## src/rtl/cic_int.sv

```systemverilog
// CIC interpolator integrator section: N cascaded high-rate accumulators, then scaling of the last one.
// Optional build macro CIC_ROUND_EN: round-half-up plus saturation with a sticky ovf flag.
module cic_int #(
  parameter int Win   = 19,
  parameter int N     = 3,
  parameter int Wacc  = 52,
  parameter int Wout  = 19,
  parameter int SHIFT = 33
) (
  input  logic                   clk,
  input  logic                   rst,
  input  logic                   clr,
  input  logic                   val_in,
  input  logic signed [Win-1:0]  data_in,
  output logic                   val_out,
  output logic signed [Wout-1:0] data_out,
  output logic                   ovf
);

  localparam int FW = $clog2(N + 1);

  logic signed [Wacc-1:0] r_integ_p0 [N];
  logic [FW-1:0]          r_fcnt_p0;
  logic signed [Wout-1:0] r_data_p1;
  logic                   r_vld_p1;
  logic signed [Wacc-1:0] w_din_ext;
  logic signed [Wacc-1:0] w_last;
  logic signed [Wout-1:0] w_scaled;

  function automatic logic signed [Wout-1:0] trunc_sel(input logic signed [Wacc-1:0] v);
    return v[SHIFT+Wout-1:SHIFT];
  endfunction

`ifdef CIC_ROUND_EN
  localparam int RSH = (SHIFT > 0) ? SHIFT - 1 : 0;
  localparam logic signed [Wacc-1:0] HALF = (SHIFT > 0) ? (Wacc'(1) << RSH) : '0;

  logic signed [Wacc-1:0] w_rnd;
  logic                   w_sat;
  logic                   r_ovf;

  function automatic logic signed [Wacc-1:0] round_half_up(input logic signed [Wacc-1:0] v);
    return v + HALF;
  endfunction

  // Bits from the output sign position upward must all agree, else the value does not fit.
  function automatic logic sat_needed(input logic signed [Wacc-1:0] v);
    logic [Wacc-SHIFT-Wout:0] top;
    top = v[Wacc-1:SHIFT+Wout-1];
    return !((&top) || (~|top));
  endfunction

  function automatic logic signed [Wout-1:0] sat_value(input logic signed [Wacc-1:0] v);
    return v[Wacc-1] ? {1'b1, {(Wout-1){1'b0}}} : {1'b0, {(Wout-1){1'b1}}};
  endfunction

  assign w_rnd    = round_half_up(w_last);
  assign w_sat    = sat_needed(w_rnd);
  assign w_scaled = w_sat ? sat_value(w_rnd) : trunc_sel(w_rnd);
  assign ovf      = r_ovf;

  always_ff @(posedge clk or negedge rst) begin
    if (!rst)                r_ovf <= 1'b0;
    else if (clr)            r_ovf <= 1'b0;
    else if (val_in && w_sat) r_ovf <= 1'b1;
  end
`else
  assign w_scaled = trunc_sel(w_last);
  assign ovf      = 1'b0;
`endif

  assign w_din_ext = Wacc'(data_in);
  assign w_last    = r_integ_p0[N-1];

  // Stage p0: integrator cascade, each stage fed by the pre-edge value of its predecessor
  always_ff @(posedge clk or negedge rst) begin
    if (!rst) begin
      for (int k = 0; k < N; k++) r_integ_p0[k] <= '0;
      r_fcnt_p0 <= '0;
    end else if (clr) begin
      for (int k = 0; k < N; k++) r_integ_p0[k] <= '0;
      r_fcnt_p0 <= '0;
    end else if (val_in) begin
      r_integ_p0[0] <= r_integ_p0[0] + w_din_ext;
      for (int k = 1; k < N; k++) r_integ_p0[k] <= r_integ_p0[k] + r_integ_p0[k-1];
      if (r_fcnt_p0 != FW'(N)) r_fcnt_p0 <= r_fcnt_p0 + FW'(1);
    end
  end

  // Stage p1: registered scaled output and strobe
  always_ff @(posedge clk or negedge rst) begin
    if (!rst) begin
      r_data_p1 <= '0;
      r_vld_p1  <= 1'b0;
    end else if (clr) begin
      r_data_p1 <= '0;
      r_vld_p1  <= 1'b0;
    end else if (val_in) begin
      r_data_p1 <= w_scaled;
      r_vld_p1  <= (r_fcnt_p0 == FW'(N));
    end else begin
      r_vld_p1  <= 1'b0;
    end
  end

  assign data_out = r_data_p1;
  assign val_out  = r_vld_p1;

endmodule

```

## config.mk

```make
export PLATFORM = sky130hd
export DESIGN_NAME = cic_int
export DESIGN_NICKNAME = d
export VERILOG_FILES = /design/src/rtl/cic_int.sv
export SDC_FILE = /design/constraint.sdc
export NUM_CORES = 1
export LEC_CHECK = 0
export ABC_AREA = 1
export CAP_MARGIN = 20
export CORE_UTILIZATION = 60
export CTS_CLUSTER_DIAMETER = 100
export DETAILED_ROUTE_END_ITERATION = 10
export PLACE_DENSITY_LB_ADDON = 0.3
export SETUP_SLACK_MARGIN = 0.2
export SYNTH_ARGS = -nofsm -noshare
export SYNTH_HDL_FRONTEND = slang
export SYNTH_SLANG_ARGS = --single-unit
```

## constraint.sdc

```tcl
create_clock -name clk -period 3.08 [get_ports clk]
set_input_delay 0.308 -clock clk [delete_from_list [all_inputs] [get_ports clk]]
set_output_delay 0.308 -clock clk [all_outputs]
set_load 0.05 [all_outputs]
```

==> metrics.txt, run 1 <==
DPL Wire Length=52100 µm; crit end category=flop; Layout Nets=3812; gpl congestion=1.03; outcome=finished clean; worst-case headroom to the max-slew limit=60.0%; vias per cell=5.26; RR Startpoint=r_integ_p0[52]$_DFFE_PN0P_; clock-pin slew on the worst setup and hold paths=0.07 ns; sw power=3.30 mW; Power Internal=4.63 mW; pwr dens=363 nW/µm²; Final Cycle Share=78.1%; vias in the first global route=20400; Initial Util=61.6%; clk buf depth=2; synthesized area=20200 µm²; Port Buffer Count=42; HP Class=in2async; dominant synthesized flop cell=dfrtp_1; synthesized area per cell=5.63 µm²; max cap viols=0; Setup Fix Bufs, Post-CTS=0; Die ar.=34500 µm²; P&R area growth vs syn=7.90%; post-route cell area=21800 µm²; path depth of the worst reg2reg path=13; maximum fanout along the worst path=5; Placed Area=21300 µm²; Sequential Power Share=36.1%; Detailed Routing Iterations Pass 1=5; antenna-violating nets left=0; Final Util=66.5%; Setup WS pre-CTS=0.408 ns; Post-synth EDFFs=0; root buf cell=clkbuf_16; CTS tree=done; Lkg Pwr=13.3 nW; GR Util All Layers=38.3%; die height=186 µm; antenna cells=0; Setup WS post-layout=0.674 ns; initial antenna violation count=0; CTS resizes=0; first-pass GRT wire length=101000 µm; highest clock rate=416 MHz; setup TNS=0 ns; top post-synthesis cells by area=nand2_1, dfrtp_1, inv_1; final setup vio count=0; Vias=21500; chip width=186 µm; GRT overflow=0; Clk pwr share=28.8%; Slew @ Worst Pin=0.599 ns; Yosys warnings=0; Critical Path RT=3.43 ns; max-slew violations=0; critical path arrival=2.75 ns; num ports=44; Synth Instances=3595; Residual DRC=0; Final min period=2.41 ns; Synth area leader=nand2_1; clock skew=0.0131 ns; routed len/inst=15.7 µm; flop2flop setup slack=0.67 ns; largest net degree at the start of global routing=97; clock tree sinks=178; Synth Register Bits=178; Worst VDD drop=0.436 mV; Net Sw Frac=41.6%; synth cell count leaders=nand2_1, inv_1, nor2_1; Row Count=66; CTS Buf Count=17; insertion delay to the later sink of the worst-skew pair=0.47 ns; htree depth=4; startpoint types=flop; reg2reg end=w_last[44]$_DFFE_PN0P_; RSZ-0062 raised after global routing=false; Final Hold Vio Count=0; count leader, synth=nand2_1; post-synth top area share=28.3%; Seq/Total Area, Yosys=22.0%; Gate power share=35.1%; Setup CP Type=reg2reg; starting DRC count in detailed routing=1658; layout cells sized above 1=6.04%; Synth cell types=44; routed wire length=64000 µm; Syn Nets=3775; CORE AREA=32900 µm²; Post-synth ARST share=100%
-- final cells by class --
class                   instances  area [µm²]
clock buffers                  20         457
clock inverters                11         123
fillers                      3273       11000
inverters                     720        2700
multi-input cells            2657       12900
flip-flops and latches        178        4450
well taps                     442         553
repair buffers                 58         622
-- worst max-delay path, stage by stage, from the launching register on --
cell     delay, ns
dfrtp_1       0.43
ha_1          0.25
inv_1         0.07
fa_1          0.46
nor2_1        0.17
o21ai_1       0.09
nand2_2       0.12
nand2_1       0.08
nand2_2       0.12
nand2_1       0.10
nand3_1       0.10
nand2_1       0.05
nand3_1       0.15
nand2_1       0.09
-- flip-flops by register name, indices dropped and copies added (netlist names) --
signal      flops
r_fcnt_p0       2
data_out       19
r_integ_p0    104
w_last         52
val_out         1
-- per-layer routing --
metal  up-vias  track usage (%)  wire (µm)
met2       724             65.1      29200
met1      9485             45.4      26700
met3       217             5.30       3740
met4         0             24.5       4320
met5         -                0          0
li1      11100                -          -
-- layout by cell type (no fill, tap or decap), types with 2 or more instances in the layout --
cell type	n
nand2_1	1524
inv_1	701
nor2_1	227
nand3_1	199
dfrtp_1	178
a21oi_1	161
ha_1	154
o21ai_0	66
o21ai_1	55
nand2_2	50
nor2_2	43
clkdlybuf4s50_1	41
nand3_2	24
nand4_1	24
nor3_1	20
nor3_2	19
inv_2	17
o21bai_1	17
clkbuf_16	17
nor2_4	10
nand3b_1	10
buf_4	9
a21boi_0	7
and2_1	6
or2_2	6
buf_12	6
xor2_1	5
a32o_1	4
clkinv_4	4
or2_1	3
a22o_1	3
nor4_1	3
fa_1	3
inv_8	3
clkbuf_8	3
a21o_1	2
clkinv_1	2
o22ai_1	2
and2_2	2
clkinvlp_4	2
-- cells by family after synthesis --
logic type,after synthesis,synth area share [%]
and+or+nand+nor,2172,45.2
buffers and inverters,760,14.2
AOI/OAI and AO/OA,320,8.44
DFF,178,22.0
adders and majority gates,157,9.81
xor gates and xnor gates,6,0.260
other,1,0.0185
muxes,1,0.0494
-- power groups by stage --
stage               Sequential, mW  Combinational, mW  Clock (mW)
finish                        2.86               2.78        2.28
global route                  2.87               3.13        2.39
CTS                           2.84               2.75        2.28
detailed placement            2.88               2.73           0
global placement              2.88               2.71           0
floorplan                     2.75               1.98           0
-- stage by stage --
step / power, mW / instances / hold slack [ns]
final: 7.93 / 4086 / 0.401
after global routing: 8.38 / 4086 / 0.466
after CTS: 7.87 / 4086 / 0.425
after detailed placement: 5.61 / 4054 / 0.351
after global placement: 5.59 / 4054 / 0.344
after floorplan: 4.72 / 3595 / 0.0124
-- timing repair --
item,CTS,global route
hold buffers,1,0
endpoints found under the hold margin,65,0
setup endpoints to repair,0,0
-- how the worst max path moves through the flow --
stage | startpoint | end | slack [ns] | cells after the start
CTS | r_integ_p0[52]$_DFFE_PN0P_ | w_last[44]$_DFFE_PN0P_ | 0.73 | 13
floorplan | r_integ_p0[104]$_DFFE_PN0P_ | r_integ_p0[144]$_DFFE_PN0P_ | 1.24 | 12
finish | r_integ_p0[52]$_DFFE_PN0P_ | w_last[44]$_DFFE_PN0P_ | 0.67 | 13
detailed placement | data_in[18] | r_integ_p0[128]$_DFFE_PN0P_ | 0.41 | 10
global placement | data_in[18] | r_integ_p0[128]$_DFFE_PN0P_ | 0.39 | 10
global route | r_integ_p0[52]$_DFFE_PN0P_ | w_last[44]$_DFFE_PN0P_ | 0.54 | 13
No activity file was read; power rests on OpenSTA's default activity.
==> inputs of run 2 (changes only) <==
--- a/config.mk
+++ b/config.mk
@@ -7,7 +7,7 @@
 export LEC_CHECK = 0
 export ABC_AREA = 1
 export CAP_MARGIN = 20
-export CORE_UTILIZATION = 60
+export CORE_UTILIZATION = 59
 export CTS_CLUSTER_DIAMETER = 100
 export DETAILED_ROUTE_END_ITERATION = 10
 export PLACE_DENSITY_LB_ADDON = 0.3
==> constraint.sdc (replaced) <==
create_clock -name clk -period 2.05 [get_ports clk]
set_input_delay 0.205 -clock clk [delete_from_list [all_inputs] [get_ports clk]]
set_output_delay 0.205 -clock clk [all_outputs]
set_load 0.05 [all_outputs]
==> run 2 against run 1 <==
The run now fails in global routing. Area after synthesis unchanged. Synthesized cell count unchanged.
==> metrics.txt, run 2 <==
Row Count=67; Seq/Total Area, Yosys=22.0%; post-GRT worst EP=r_integ_p0[95]$_DFFE_PN0P_/D; Synth Instances=3595; Initial Util=60.2%; htree depth=4; Synth area leader=nand2_1; chip width=187 µm; dominant synthesized flop cell=dfrtp_1; kind of the worst endpoint=sequential cell input; top post-synthesis cells by area=nand2_1, dfrtp_1, inv_1; Yosys warnings=0; count leader, synth=nand2_1; Synth Register Bits=178; Placed Area=23400 µm²; Post-synth ARST share=100%; CTS Buf Count=17; root buf cell=clkbuf_16; Syn Nets=3775; clock tree sinks=178; synth cell count leaders=nand2_1, inv_1, nor2_1; Post-synth EDFFs=0; synthesized area=20200 µm²; clk buf depth=2; GRT overflow=2942; gpl congestion=1.07; post-synth top area share=28.3%; synthesized area per cell=5.63 µm²; DPL Wire Length=54900 µm; largest net degree at the start of global routing=96; stop err=[ERROR GRT-0232] Routing congestion too high. Check the congestion heatmap in the GUI.; Port Buffer Count=42; outcome=aborted with a tool error; die height=187 µm; num ports=44; GR Util All Layers=97.9%; Synth cell types=44; Failed at=global routing
[run 2: cell counts after synthesis]
Identical to the previous run, type by type.
[run 2: kinds of logic after synthesis]
group	synth area share (%)
compound gates	8.44
xor+xnor	0.260
buf+inv	14.2
flops	22.0
other cells	0.0185
simple gates	45.2
fa+ha+maj	9.81
mux	0.0494
[run 2: what timing repair did]
item / CTS
gates cloned: 1
pin swaps: 298
resized for setup: 915
hold buffers: 1
endpoints found under the setup margin: 133
hold endpoints to repair: 52
setup buffers: 65
[run 2: per-layer routing]
layer / GRT usage, % / overflow
met1: 89.1 / 31
met2: 133 / 2426
met3: 70.1 / 32
met4: 108 / 452
met5: 20.6 / 1
[run 2: metrics by stage]
step	setup slack (ns)	TNS (ns)	cells	utilization [%]	hold slack, ns
global placement	-0.527	-16.34	4337	69.7	0.223
detailed placement	-0.509	-17.68	4337	69.7	0.228
floorplan	0.208	0	3595	-	-0.0906
CTS	-0.0685	-0.375	4436	85.4	0.300
==> inputs of run 3 (changes only) <==
--- a/config.mk
+++ b/config.mk
@@ -7,11 +7,9 @@
 export LEC_CHECK = 0
 export ABC_AREA = 1
 export CAP_MARGIN = 20
-export CORE_UTILIZATION = 59
-export CTS_CLUSTER_DIAMETER = 100
+export CORE_UTILIZATION = 40
 export DETAILED_ROUTE_END_ITERATION = 10
-export PLACE_DENSITY_LB_ADDON = 0.3
-export SETUP_SLACK_MARGIN = 0.2
+export PLACE_DENSITY_LB_ADDON = 0.15
 export SYNTH_ARGS = -nofsm -noshare
 export SYNTH_HDL_FRONTEND = slang
 export SYNTH_SLANG_ARGS = --single-unit
==> constraint.sdc (replaced) <==
create_clock -name clk -period 2.65 [get_ports clk]
set_input_delay 0.265 -clock clk [delete_from_list [all_inputs] [get_ports clk]]
set_output_delay 0.265 -clock clk [all_outputs]
set_load 0.05 [all_outputs]
==> run 3 against run 2 <==
The run now ends clean.
==> metrics.txt, run 3 (same netlist as run 1, synthesis figures left out) <==
Initial Util=40.4%; RR Startpoint=r_integ_p0[52]$_DFFE_PN0P_; final setup vio count=0; insertion delay to the later sink of the worst-skew pair=0.50 ns; CORE AREA=50100 µm²; vias in the first global route=20200; Lkg Pwr=13.4 nW; Final min period=2.40 ns; Setup WS pre-CTS=-0.0492 ns; max cap viols=0; Final Cycle Share=90.5%; Clk pwr share=29.4%; path depth of the worst reg2reg path=13; antenna cells=0; clock skew=0.0120 ns; Port Buffer Count=42; hold slack final=0.291 ns; Worst VDD drop=0.517 mV; pwr dens=423 nW/µm²; maximum fanout along the worst path=5; clk buf depth=2; root buf cell=clkbuf_16; sw power=3.87 mW; GR Util All Layers=28.1%; Placed Area=21700 µm²; layout cells sized above 1=6.63%; RSZ-0062 raised after global routing=false; routed wire length=68700 µm; family with the most delay on the worst path=simple AND/OR/NAND/NOR gates; DPL Wire Length=57400 µm; Final Hold Vio Count=0; Setup Fix Bufs, Post-CTS=0; CTS tree=done; met1 Use GR=35.6%; CP max stage cell=fa_1; Setup CP Type=reg2reg; Residual DRC=0; Fill cells=5641; P&R area growth vs syn=10.4%; global-route met2 utilization=48.7%; gpl congestion=0.993; Power Internal=5.57 mW; highest clock rate=417 MHz; chip width=227 µm; clock-pin slew on the worst setup and hold paths=0.07 ns; Critical Path End=w_last[40]$_DFFE_PN0P_; CTS Buf Count=17; num ports=44; Row Count=82; GR peak layer=met2; Crit. path cell count=13; first-pass GRT wire length=109000 µm; startpoint types=flop; Detailed Routing Iterations Pass 1=6; antenna-violating nets left=0; setup TNS=0 ns; outcome=finished clean; max FFs per register=104; grt met3 use=3.27%; Sequential Power Share=35.4%; worst-case headroom to the max-slew limit=62.0%; Vias=20800; routed len/inst=15.8 µm; max-slew violations=0; Largest stage delay, worst path=0.47 ns; Net Sw Frac=41.0%; CP cell instances=ha_1 > inv_1 > fa_1 > nor2_1 > o21ai_1 > nand2_2 > nand2_1 > nand3b_1 > nand2_1 > nand2_1 > nand2_1 > nand3_1 > nand2_1; initial antenna violation count=0; die height=227 µm; Buf+Inv Stages, Crit Path=1; Crit path top cell by count=nand2_1; Die ar.=51500 µm²; GRT overflow=0; vias per cell=4.79; starting DRC count in detailed routing=1259; Setup WS post-layout=0.251 ns; Slew @ Worst Pin=0.571 ns; flop2flop setup slack=0.25 ns; total power=9.44 mW; clock tree sinks=178; crit end category=flop; post-route cell area=22300 µm²; Critical path origin=r_integ_p0[52]$_DFFE_PN0P_; Critical Path RT=3.04 ns; Biggest register=r_integ_p0; most frequent cells in the layout=nand2_1, inv_1, nor2_1; reg2reg end=w_last[40]$_DFFE_PN0P_; Layout Nets=3835; HP Class=in2async; Gate power share=35.2%; critical path arrival=2.79 ns; htree depth=4; largest net degree at the start of global routing=92; leading cell type in the layout, fill and taps excluded=nand2_1
## run 3: layout make-up
type	count	area [µm²]	share of cell area, %
well taps	672	841	3.76
clock inverters	13	175	0.784
multi-input cells	2657	12900	57.9
repair buffers	81	807	3.61
flip-flops and latches	178	4450	19.9
clock buffers	18	429	1.92
inverters	720	2700	12.1
## run 3: power groups by stage
stage,clock network (mW),registers (mW),logic [mW]
2_1_floorplan,0,3.19,2.30
3_3_place_gp,0,3.38,3.30
3_5_place_dp,0,3.38,3.30
4_1_cts,2.87,3.33,3.32
5_1_grt,2.95,3.36,3.77
6_report,2.78,3.34,3.32
## run 3: what timing repair did
action,CTS,global route
hold buffers,1,0
setup endpoints to repair,0,0
resized for setup,0,0
endpoints found under the hold margin,41,0
## run 3: worst min-delay path by stage
stage                     from                 endpoint  slack, ns
after floorplan            rst  data_out[0]$_DFFE_PN0P_      -0.03
final                      rst   w_last[12]$_DFFE_PN0P_       0.29
after global placement     rst    w_last[8]$_DFFE_PN0P_       0.26
after CTS                  rst    w_last[8]$_DFFE_PN0P_       0.27
after detailed placement   rst    w_last[8]$_DFFE_PN0P_       0.26
after global routing       rst    w_last[8]$_DFFE_PN0P_       0.32
## run 3: per-stage QoR
stage,instances,utilization (%)
floorplan,3595,-
global placement,4307,43.4
detailed placement,4307,43.4
CTS,4339,44.6
global route,4339,44.6
finish,4339,44.6
## run 3: worst register-to-register path, stage by stage, from the launching register on
cell and delay (ns):
dfrtp_1 0.38, ha_1 0.28, inv_1 0.08, fa_1 0.47
nor2_1 0.17, o21ai_1 0.10, nand2_2 0.12, nand2_1 0.07
nand3b_1 0.17, nand2_1 0.12, nand2_1 0.09, nand2_1 0.04
nand3_1 0.11, nand2_1 0.07
## run 3: routing by layer
layer  up-vias  routed length, µm
li1      11100                  -
met4         0               2470
met3       109               2440
met2       366              32700
met1      9211              31200
met5         -                  0
